### src/rtl/lightcube_pkg.sv
// Shared frame geometry, default header byte and assembler state encoding.
package lightcube_pkg;
    localparam int FRAME_BYTES = 64;
    localparam int FRAME_BITS  = 512;

    localparam logic [7:0] DEFAULT_HEADER = 8'hF2;

    typedef enum logic [1:0] {
        IDLE = 2'd0,
        DATA = 2'd1,
        CSUM = 2'd2
    } frame_state_e;
endpackage

### src/rtl/uart_frame_assembler_if.sv
// Byte-in / frame-out bundle between the UART receiver, the assembler and the frame buffer.
interface uart_frame_assembler_if;
    import lightcube_pkg::*;

    logic [7:0]            rx_data;
    logic                  rx_valid;
    logic [FRAME_BITS-1:0] frame_cube_uart_flat;
    logic                  frame_valid_uart;
    logic                  frame_err;
    logic                  busy;

    modport master (
        output rx_data, rx_valid,
        input  frame_cube_uart_flat, frame_valid_uart, frame_err, busy
    );

    modport slave (
        input  rx_data, rx_valid,
        output frame_cube_uart_flat, frame_valid_uart, frame_err, busy
    );
endinterface

### src/rtl/uart_frame_assembler_idle_timer.sv
// Clearable, enabled idle counter; term is high while the count sits at TIMEOUT_CYCLES-1.
module idle_timer #(
    parameter int TIMEOUT_CYCLES = 1_000_000
) (
    input  logic clk,
    input  logic rst,
    input  logic clr,
    input  logic en,
    output logic term
);
    localparam int W = $clog2(TIMEOUT_CYCLES);
    localparam logic [W-1:0] TERM_CNT = W'(TIMEOUT_CYCLES - 1);

    logic [W-1:0] count;

    assign term = (count == TERM_CNT);

    // Saturates at the terminal value so term stays asserted until cleared.
    always_ff @(posedge clk or negedge rst) begin
        if (!rst)
            count <= '0;
        else if (clr)
            count <= '0;
        else if (en && !term)
            count <= count + W'(1);
    end
endmodule

### src/rtl/uart_frame_assembler.sv
// Collects header + 64 data bytes into a shadow frame and commits it atomically.
// Build option FRAME_CHECKSUM_EN adds a trailing mod-256 checksum byte.
module uart_frame_assembler
    import lightcube_pkg::*;
#(
    parameter logic [7:0] HEADER         = DEFAULT_HEADER,
    parameter int         TIMEOUT_CYCLES = 1_000_000
) (
    input  logic                    clk,
    input  logic                    rst,
    uart_frame_assembler_if.slave   bus
);
    localparam logic [1:0] ST_IDLE = IDLE;
    localparam logic [1:0] ST_DATA = DATA;
`ifdef FRAME_CHECKSUM_EN
    localparam logic [1:0] ST_CSUM = CSUM;
`endif

    logic [1:0]                  state;
    logic [5:0]                  cnt;
    logic [FRAME_BYTES-1:0][7:0] shadow, shadow_nxt;
    logic [FRAME_BITS-1:0]       frame_q;
    logic                        valid_q, err_q;
    logic                        term, timeout, in_frame;
`ifdef FRAME_CHECKSUM_EN
    logic [7:0]                  sum;
`endif

    assign in_frame = (state != ST_IDLE);

    idle_timer #(.TIMEOUT_CYCLES(TIMEOUT_CYCLES)) u_idle_timer (
        .clk  (clk),
        .rst  (rst),
        .clr  (bus.rx_valid || !in_frame),
        .en   (in_frame),
        .term (term)
    );

    // A byte on the terminal cycle wins over the timeout.
    assign timeout = term && !bus.rx_valid && in_frame;

    // Shadow with this cycle's byte merged in, so slot 63 can commit on the same edge.
    always_comb begin
        shadow_nxt = shadow;
        if (state == ST_DATA && bus.rx_valid)
            shadow_nxt[cnt] = bus.rx_data;
    end

    always_ff @(posedge clk or negedge rst) begin
        if (!rst) begin
            state   <= ST_IDLE;
            cnt     <= '0;
            shadow  <= '0;
            frame_q <= '0;
            valid_q <= 1'b0;
            err_q   <= 1'b0;
`ifdef FRAME_CHECKSUM_EN
            sum     <= '0;
`endif
        end else begin
            valid_q <= 1'b0;
            err_q   <= 1'b0;
            shadow  <= shadow_nxt;
            case (state)
                ST_IDLE: begin
                    if (bus.rx_valid && bus.rx_data == HEADER) begin
                        state <= ST_DATA;
                        cnt   <= '0;
`ifdef FRAME_CHECKSUM_EN
                        sum   <= '0;
`endif
                    end
                end
                ST_DATA: begin
                    if (bus.rx_valid) begin
                        cnt <= cnt + 6'd1;
`ifdef FRAME_CHECKSUM_EN
                        sum <= sum + bus.rx_data;
                        if (cnt == 6'd63)
                            state <= ST_CSUM;
`else
                        if (cnt == 6'd63) begin
                            frame_q <= shadow_nxt;
                            valid_q <= 1'b1;
                            state   <= ST_IDLE;
                        end
`endif
                    end else if (timeout) begin
                        err_q <= 1'b1;
                        state <= ST_IDLE;
                    end
                end
`ifdef FRAME_CHECKSUM_EN
                ST_CSUM: begin
                    if (bus.rx_valid) begin
                        if (bus.rx_data == sum) begin
                            frame_q <= shadow;
                            valid_q <= 1'b1;
                        end else begin
                            err_q <= 1'b1;
                        end
                        state <= ST_IDLE;
                    end else if (timeout) begin
                        err_q <= 1'b1;
                        state <= ST_IDLE;
                    end
                end
`endif
                default: state <= ST_IDLE;
            endcase
        end
    end

    assign bus.frame_cube_uart_flat = frame_q;
    assign bus.frame_valid_uart     = valid_q;
    assign bus.frame_err            = err_q;
    assign bus.busy                 = in_frame;
endmodule

### src/flat_wrapper.sv
// flat-port wrapper written by rule: the top's interface ports become plain ports
module uart_frame_assembler_flat import lightcube_pkg::*;
#(
    parameter logic [7:0] HEADER         = DEFAULT_HEADER,
    parameter int         TIMEOUT_CYCLES = 1_000_000
)
  (clk, rst, bus_rx_data, bus_rx_valid, bus_frame_cube_uart_flat, bus_frame_valid_uart, bus_frame_err, bus_busy);
  uart_frame_assembler_if bus_i ();
  input  logic clk;
  input  logic rst;
  input wire logic [$bits(bus_i.rx_data)-1:0] bus_rx_data;
  input wire logic [$bits(bus_i.rx_valid)-1:0] bus_rx_valid;
  output wire logic [$bits(bus_i.frame_cube_uart_flat)-1:0] bus_frame_cube_uart_flat;
  output wire logic [$bits(bus_i.frame_valid_uart)-1:0] bus_frame_valid_uart;
  output wire logic [$bits(bus_i.frame_err)-1:0] bus_frame_err;
  output wire logic [$bits(bus_i.busy)-1:0] bus_busy;
  assign bus_i.rx_data = bus_rx_data;
  assign bus_i.rx_valid = bus_rx_valid;
  assign bus_frame_cube_uart_flat = bus_i.frame_cube_uart_flat;
  assign bus_frame_valid_uart = bus_i.frame_valid_uart;
  assign bus_frame_err = bus_i.frame_err;
  assign bus_busy = bus_i.busy;
  uart_frame_assembler #(.HEADER(HEADER), .TIMEOUT_CYCLES(TIMEOUT_CYCLES)) u_core (.clk(clk), .rst(rst), .bus(bus_i));
endmodule
### config.mk
export PLATFORM = sky130hd
export DESIGN_NAME = uart_frame_assembler_flat
export DESIGN_NICKNAME = d
export VERILOG_FILES = /design/src/rtl/lightcube_pkg.sv /design/src/rtl/uart_frame_assembler_if.sv /design/src/rtl/uart_frame_assembler_idle_timer.sv /design/src/rtl/uart_frame_assembler.sv /design/src/flat_wrapper.sv
export SDC_FILE = /design/constraint.sdc
export NUM_CORES = 2
export LEC_CHECK = 0
export CAP_MARGIN = 10
export CORE_MARGIN = 2
export CORE_UTILIZATION = 25
export DETAILED_ROUTE_END_ITERATION = 6
export PLACE_DENSITY = 0.48
export SYNTH_ARGS = -nofsm -noshare
export SYNTH_HDL_FRONTEND = slang
export SYNTH_SLANG_ARGS = --single-unit
### constraint.sdc
create_clock -name clk -period 2.6 [get_ports clk]
set_clock_uncertainty 0.2 [all_clocks]
set_input_delay 0.26 -clock clk [delete_from_list [all_inputs] [get_ports clk]]
set_output_delay 0.26 -clock clk [all_outputs]
set_load 0.03 [all_outputs]
* Word-level counts from Yosys, hierarchy flattened
Index checks and enable logic that the tools add are counted.
Storage, ports and cells: register bits 1054, output and inout port bits 515, word-level logic and storage cells 119
Cells by class: add/sub/neg operators 2, order comparisons 2, eq/ne operators 8, mux-type cells 20, reduce and logical (&&, ||, !) cells 17
Operators by type and width (count):
- $bwmux W512 | 1
- $mux W512 | 1
- $demux W8 S6 | 1
- $mux W20 | 2
- $add A20 B1 Y20 const B | 1
- $eq A20 B20 Y1 const B | 1
- $mux W6 | 2
- $pmux W6 S2 | 1
- $reduce_and A3 Y1 | 3
- $eq A8 B8 Y1 const B | 1
- $mux W2 | 4
- $mux W8 | 1
- $lt A6 B7 Y1 const B | 1
- $add A6 B1 Y6 const B | 1
- $eq A6 B6 Y1 const B | 1
- $ge A6 B1 Y1 const B | 1
- $logic_and A1 B1 Y1 | 6
- $mux W1 | 6
- $reduce_bool A2 Y1 | 3
- $pmux W2 S2 | 1
- $logic_not A1 Y1 | 3
- $ne A3 B2 Y1 const B | 1
- $ne A3 B3 Y1 const B | 1
- $eq A2 B1 Y1 const B | 1
- other kinds (4) | 4

* Logic depth before layout (Yosys ltp)
depth after elaboration 6, mapped depth 10, depth with buffers taken out 5

* Modules after synthesis
A second synthesis with hierarchy kept.
Second synthesis, totals: cells, all modules 4313, area total of the unflattened synthesis 43380.4 um^2
Modules (own cells, without submodules):
- uart_frame_assembler | times used 1, cells an instance 4200, area each 42281.8 um^2, sequential area each 25849.8 um^2
- idle_timer | times used 1, cells an instance 113, area each 1098.6 um^2, sequential area each 500.5 um^2

* Worst setup path after synthesis
Ideal clock, no wire load.
path type register -> register, from register u_core.state[0], to register u_core.frame_q[136], in the netlist u_core.bus.frame_cube_uart_flat[136], setup time 0.125 ns, arrival time 2.123 ns, required time 2.275 ns, setup slack 0.152 ns, stages on the path, launching flop included 6, cell sequence dfrtp_1 -> or4b_1 -> buf_2 -> nor3_4 -> mux2_2 -> mux2_2
RTL lines:
- from (decl) | RTL line uart_frame_assembler.sv:19 | logic [1:0] state;
- from (signal assigned) | RTL line uart_frame_assembler.sv:51 | state <= ST_IDLE;
- from (signal assigned) | RTL line uart_frame_assembler.sv:67 | state <= ST_DATA;
- from (signal assigned) | RTL line uart_frame_assembler.sv:85 | state <= ST_IDLE;
- to (signal assigned) | RTL line uart_frame_assembler.sv:83 | frame_q <= shadow_nxt;
- to (decl) | RTL line uart_frame_assembler.sv:22 | logic [FRAME_BITS-1:0] frame_q;

==> results.md <==
- Post-Synthesis Cells: 2730
- # IOs: 526
- Initial DRT Pass Iterations: 5
- Worst VDD drop: 0.5939 mV
- Die Height: 405.1 um
- Placed cells: 5445
- Clock transition at the registers of the reported paths: 0.07 ns
- CP required: 3.02 ns
- CP Max Fanout: 8
- RSZ-0062 raised after global routing: false
- Initial antenna violation count: 6
- Worst path arrival time: 2.98 ns
- H-tree levels: 3
- Post-synth top flop: dfrtp_1
- Hold WS: 0.1251 ns
- Buffers on Ports: 525
- Flops & latches, synth: 1053
- Worst-Margin Slew: 0.6758 ns
- Async set or reset register ratio after synthesis: 100.0%
- Clock buffer depth: 3
- Synth top area share: 65.52%
- DP Area: 0.04995 mm^2
- Kind of critical path: reg -> reg
- Startpoint type of the worst setup path: register
- Via/cell ratio: 4.248
- Distinct cells, synth: 54
- Final Max Tran Viols: 0
- Slew margin rel.: 54.95%
- Mapped cell area: 0.04022 mm^2
- Layout cell share with drive strength beyond 1: 37.55%
- YS warnings: 0
- Layout Utilization: 33.80%
- Initial Util: 25.10%
- Global Route Usage Sum: 15.01%
- Synth area leaders: dfrtp_1, mux2_2, nand2_1, buf_2, clkbuf_1
- Vias in the first global route: 25050
- Grt ovf: 0
- Total Power: 35.03 mW
- Crit path time final: 2.556 ns
- Post-synth top cells: dfrtp_1, mux2_2, nand2_1
- DIE AREA: 0.1641 mm^2
- Cell Rows: 147
- Post-route DRC: 0
- GPL Wtd Cong: 0.7406
- Critical Path Sink: u_core.bus.frame_cube_uart_flat[139]
- FMAX: 0.3913 GHz
- Syn_nets: 2743
- Post-route insts no fill: 5686
- Most frequent cell after synthesis: dfrtp_1
- Clk_lat worst skew: 0.76 ns
- Final nets: 3433
- CTS tree: yes
- Multiplexer share of the synthesized area: 25.27%
- Clk root buf: clkbuf_16
- Global-route wire length before repair: 179600 um
- Post-synth EDFFs: 0
- CTS Buf Count: 119
- CP endpoint kind: register
- Final WL: 123600 um
- R2r endpoint: u_core.bus.frame_cube_uart_flat[139]
- Cell taking the most area after synthesis: dfrtp_1
- Largest family of logic cells by synthesized area: multiplexers
- Avg Inst Size Synth: 14.73 um^2
- Routed Antenna Nets: 0
- Final setup fails: 0
- Synth Area in Adders: 0.06222%
- Design Area, Final: 0.05414 mm^2
- Post-DR wirelength/cell: 21.74 um
- R2R cell count: 6
- Sequential fraction of the synthesis area: 65.52%
- Synth Area in Compound Gates: 0.5102%
- Crit Reg-Reg Startpoint: u_core.cnt[1]
- Core area: 0.1602 mm^2
- Largest net degree at the start of global routing: 120
- Pwr Density: 647.0 mW/mm^2
- DRT iter0 DRCs: 1175
- R2R Setup Slk: 0.04 ns
- Hold Crit Class: in -> async
- Number of max-cap violations: 0
- Final Hold Viols: 0
- P_leak: 26.27 nW
- Status: complete, no violations
- XOR/XNOR Fraction of Synth Area: 0.1960%
- Die width: 405.1 um
- Clock sinks: 1053
- CP startpoint: u_core.cnt[1]
- Final period util: 98.29%
- Via count: 24150
- Simple-Gate Fraction of Synth Area: 6.453%
- Dpl hpwl: 82590 um
- Layout area overhead: 34.63%
## critical path, cell delays in order (launching register included)
cell	delay, ns
dfrtp_2	0.45
or4b_1	0.57
buf_4	0.20
nor3_4	0.20
buf_12	0.17
mux2_2	0.35
mux2_2	0.26
## sequential cells by signal, summed over array words and instances (netlist names)
name	count
u_core.bus.frame_err	1
u_core.state	1
u_core.shadow	512
u_core.bus.frame_cube_uart_flat	512
u_core.u_idle_timer.count	20
u_core.cnt	6
u_core.bus.frame_valid_uart	1
## cells in the final DEF (no fill, tap or decap), types with 5 or more instances in the layout
| cell | n |
|---|---|
| clkbuf_16 | 120 |
| a21oi_1 | 7 |
| nor4_1 | 5 |
| buf_12 | 82 |
| clkbuf_1 | 28 |
| clkdlybuf4s50_1 | 515 |
| clkbuf_8 | 32 |
| nand2b_1 | 8 |
| nor2_1 | 15 |
| xor2_1 | 5 |
| o21ai_0 | 9 |
| dfrtp_1 | 1051 |
| clkinv_4 | 6 |
| buf_4 | 136 |
| mux2_1 | 22 |
| nand4b_1 | 8 |
| dlygate4sd3_1 | 9 |
| clkinv_2 | 20 |
| mux2_2 | 860 |
| nor3_1 | 5 |
| clkinvlp_4 | 5 |
| nand3_1 | 14 |
| nand2_1 | 416 |
| or3_1 | 5 |
| and3_1 | 6 |
| nor2_2 | 10 |
| mux2_4 | 14 |
| nor2b_1 | 14 |
| nand4_1 | 10 |
| bufinv_16 | 6 |
## power breakdown
group | leakage [nW] | internal, mW | total (mW) | switching, mW
Sequential | 14.7 | 16.6 | 16.6 | 0.0606
Combinational | 9.62 | 0.416 | 1.34 | 0.924
Clock | 1.98 | 10.0 | 17.1 | 7.06
Total | 26.3 | 27.0 | 35.0 | 8.04
## worst min-delay path by stage
stage	endpoint	slack, ns
after floorplan	u_core.bus.frame_cube_uart_flat[0]	-0.24
after global placement	u_core.bus.frame_cube_uart_flat[398]	0.06
after detailed placement	u_core.bus.frame_cube_uart_flat[396]	0.07
after CTS	u_core.bus.frame_cube_uart_flat[300]	0.08
after global routing	u_core.u_idle_timer.count[2]	0.11
final	u_core.bus.frame_cube_uart_flat[303]	0.13
## metal layers
| layer | GRT usage (%) | vias to the layer above | wire, um |
|---|---|---|---|
| met5 | 0 | - | 13 |
| met4 | 3.993 | 2 | 2368 |
| met3 | 3.067 | 143 | 6656 |
| met2 | 23.32 | 549 | 56730 |
| met1 | 21.20 | 12650 | 57870 |
| li1 | - | 10810 | - |
## through the flow
| step | worst slack [ns] | setup TNS (ns) |
|---|---|---|
| 6_report | 0.04444 | 0 |
| 5_1_grt | 0.001301 | 0 |
| 4_1_cts | 0.01071 | 0 |
| 3_5_place_dp | -0.6638 | -35.93 |
| 3_3_place_gp | -0.7544 | -46.14 |
| 2_1_floorplan | 0.1524 | 0 |
## cells by family after synthesis
family	count (synthesis)
buf+inv	178
flops	1053
compound gates	32
mux	898
fa+ha+maj	2
simple gates	558
xor+xnor	9
## area by class of cell
class	count	area, um^2
fill	15690	106100
antenna	3	7.507
timing repair buffer	744	7931
multi-input combinational	1499	13110
tap	2160	2703
clock inverter	44	471.7
sequential	1053	26350
inverter	3	18.77
clock buffer	180	3548
## repair_timing
action,CTS,global route
endpoints found under the setup margin,58,48
buffers inserted,4,0
endpoints found under the hold margin,1125,0
pin swaps,1,0
hold buffers,10,0
resized for setup,4,5
Power figures use the tool's default switching activity.
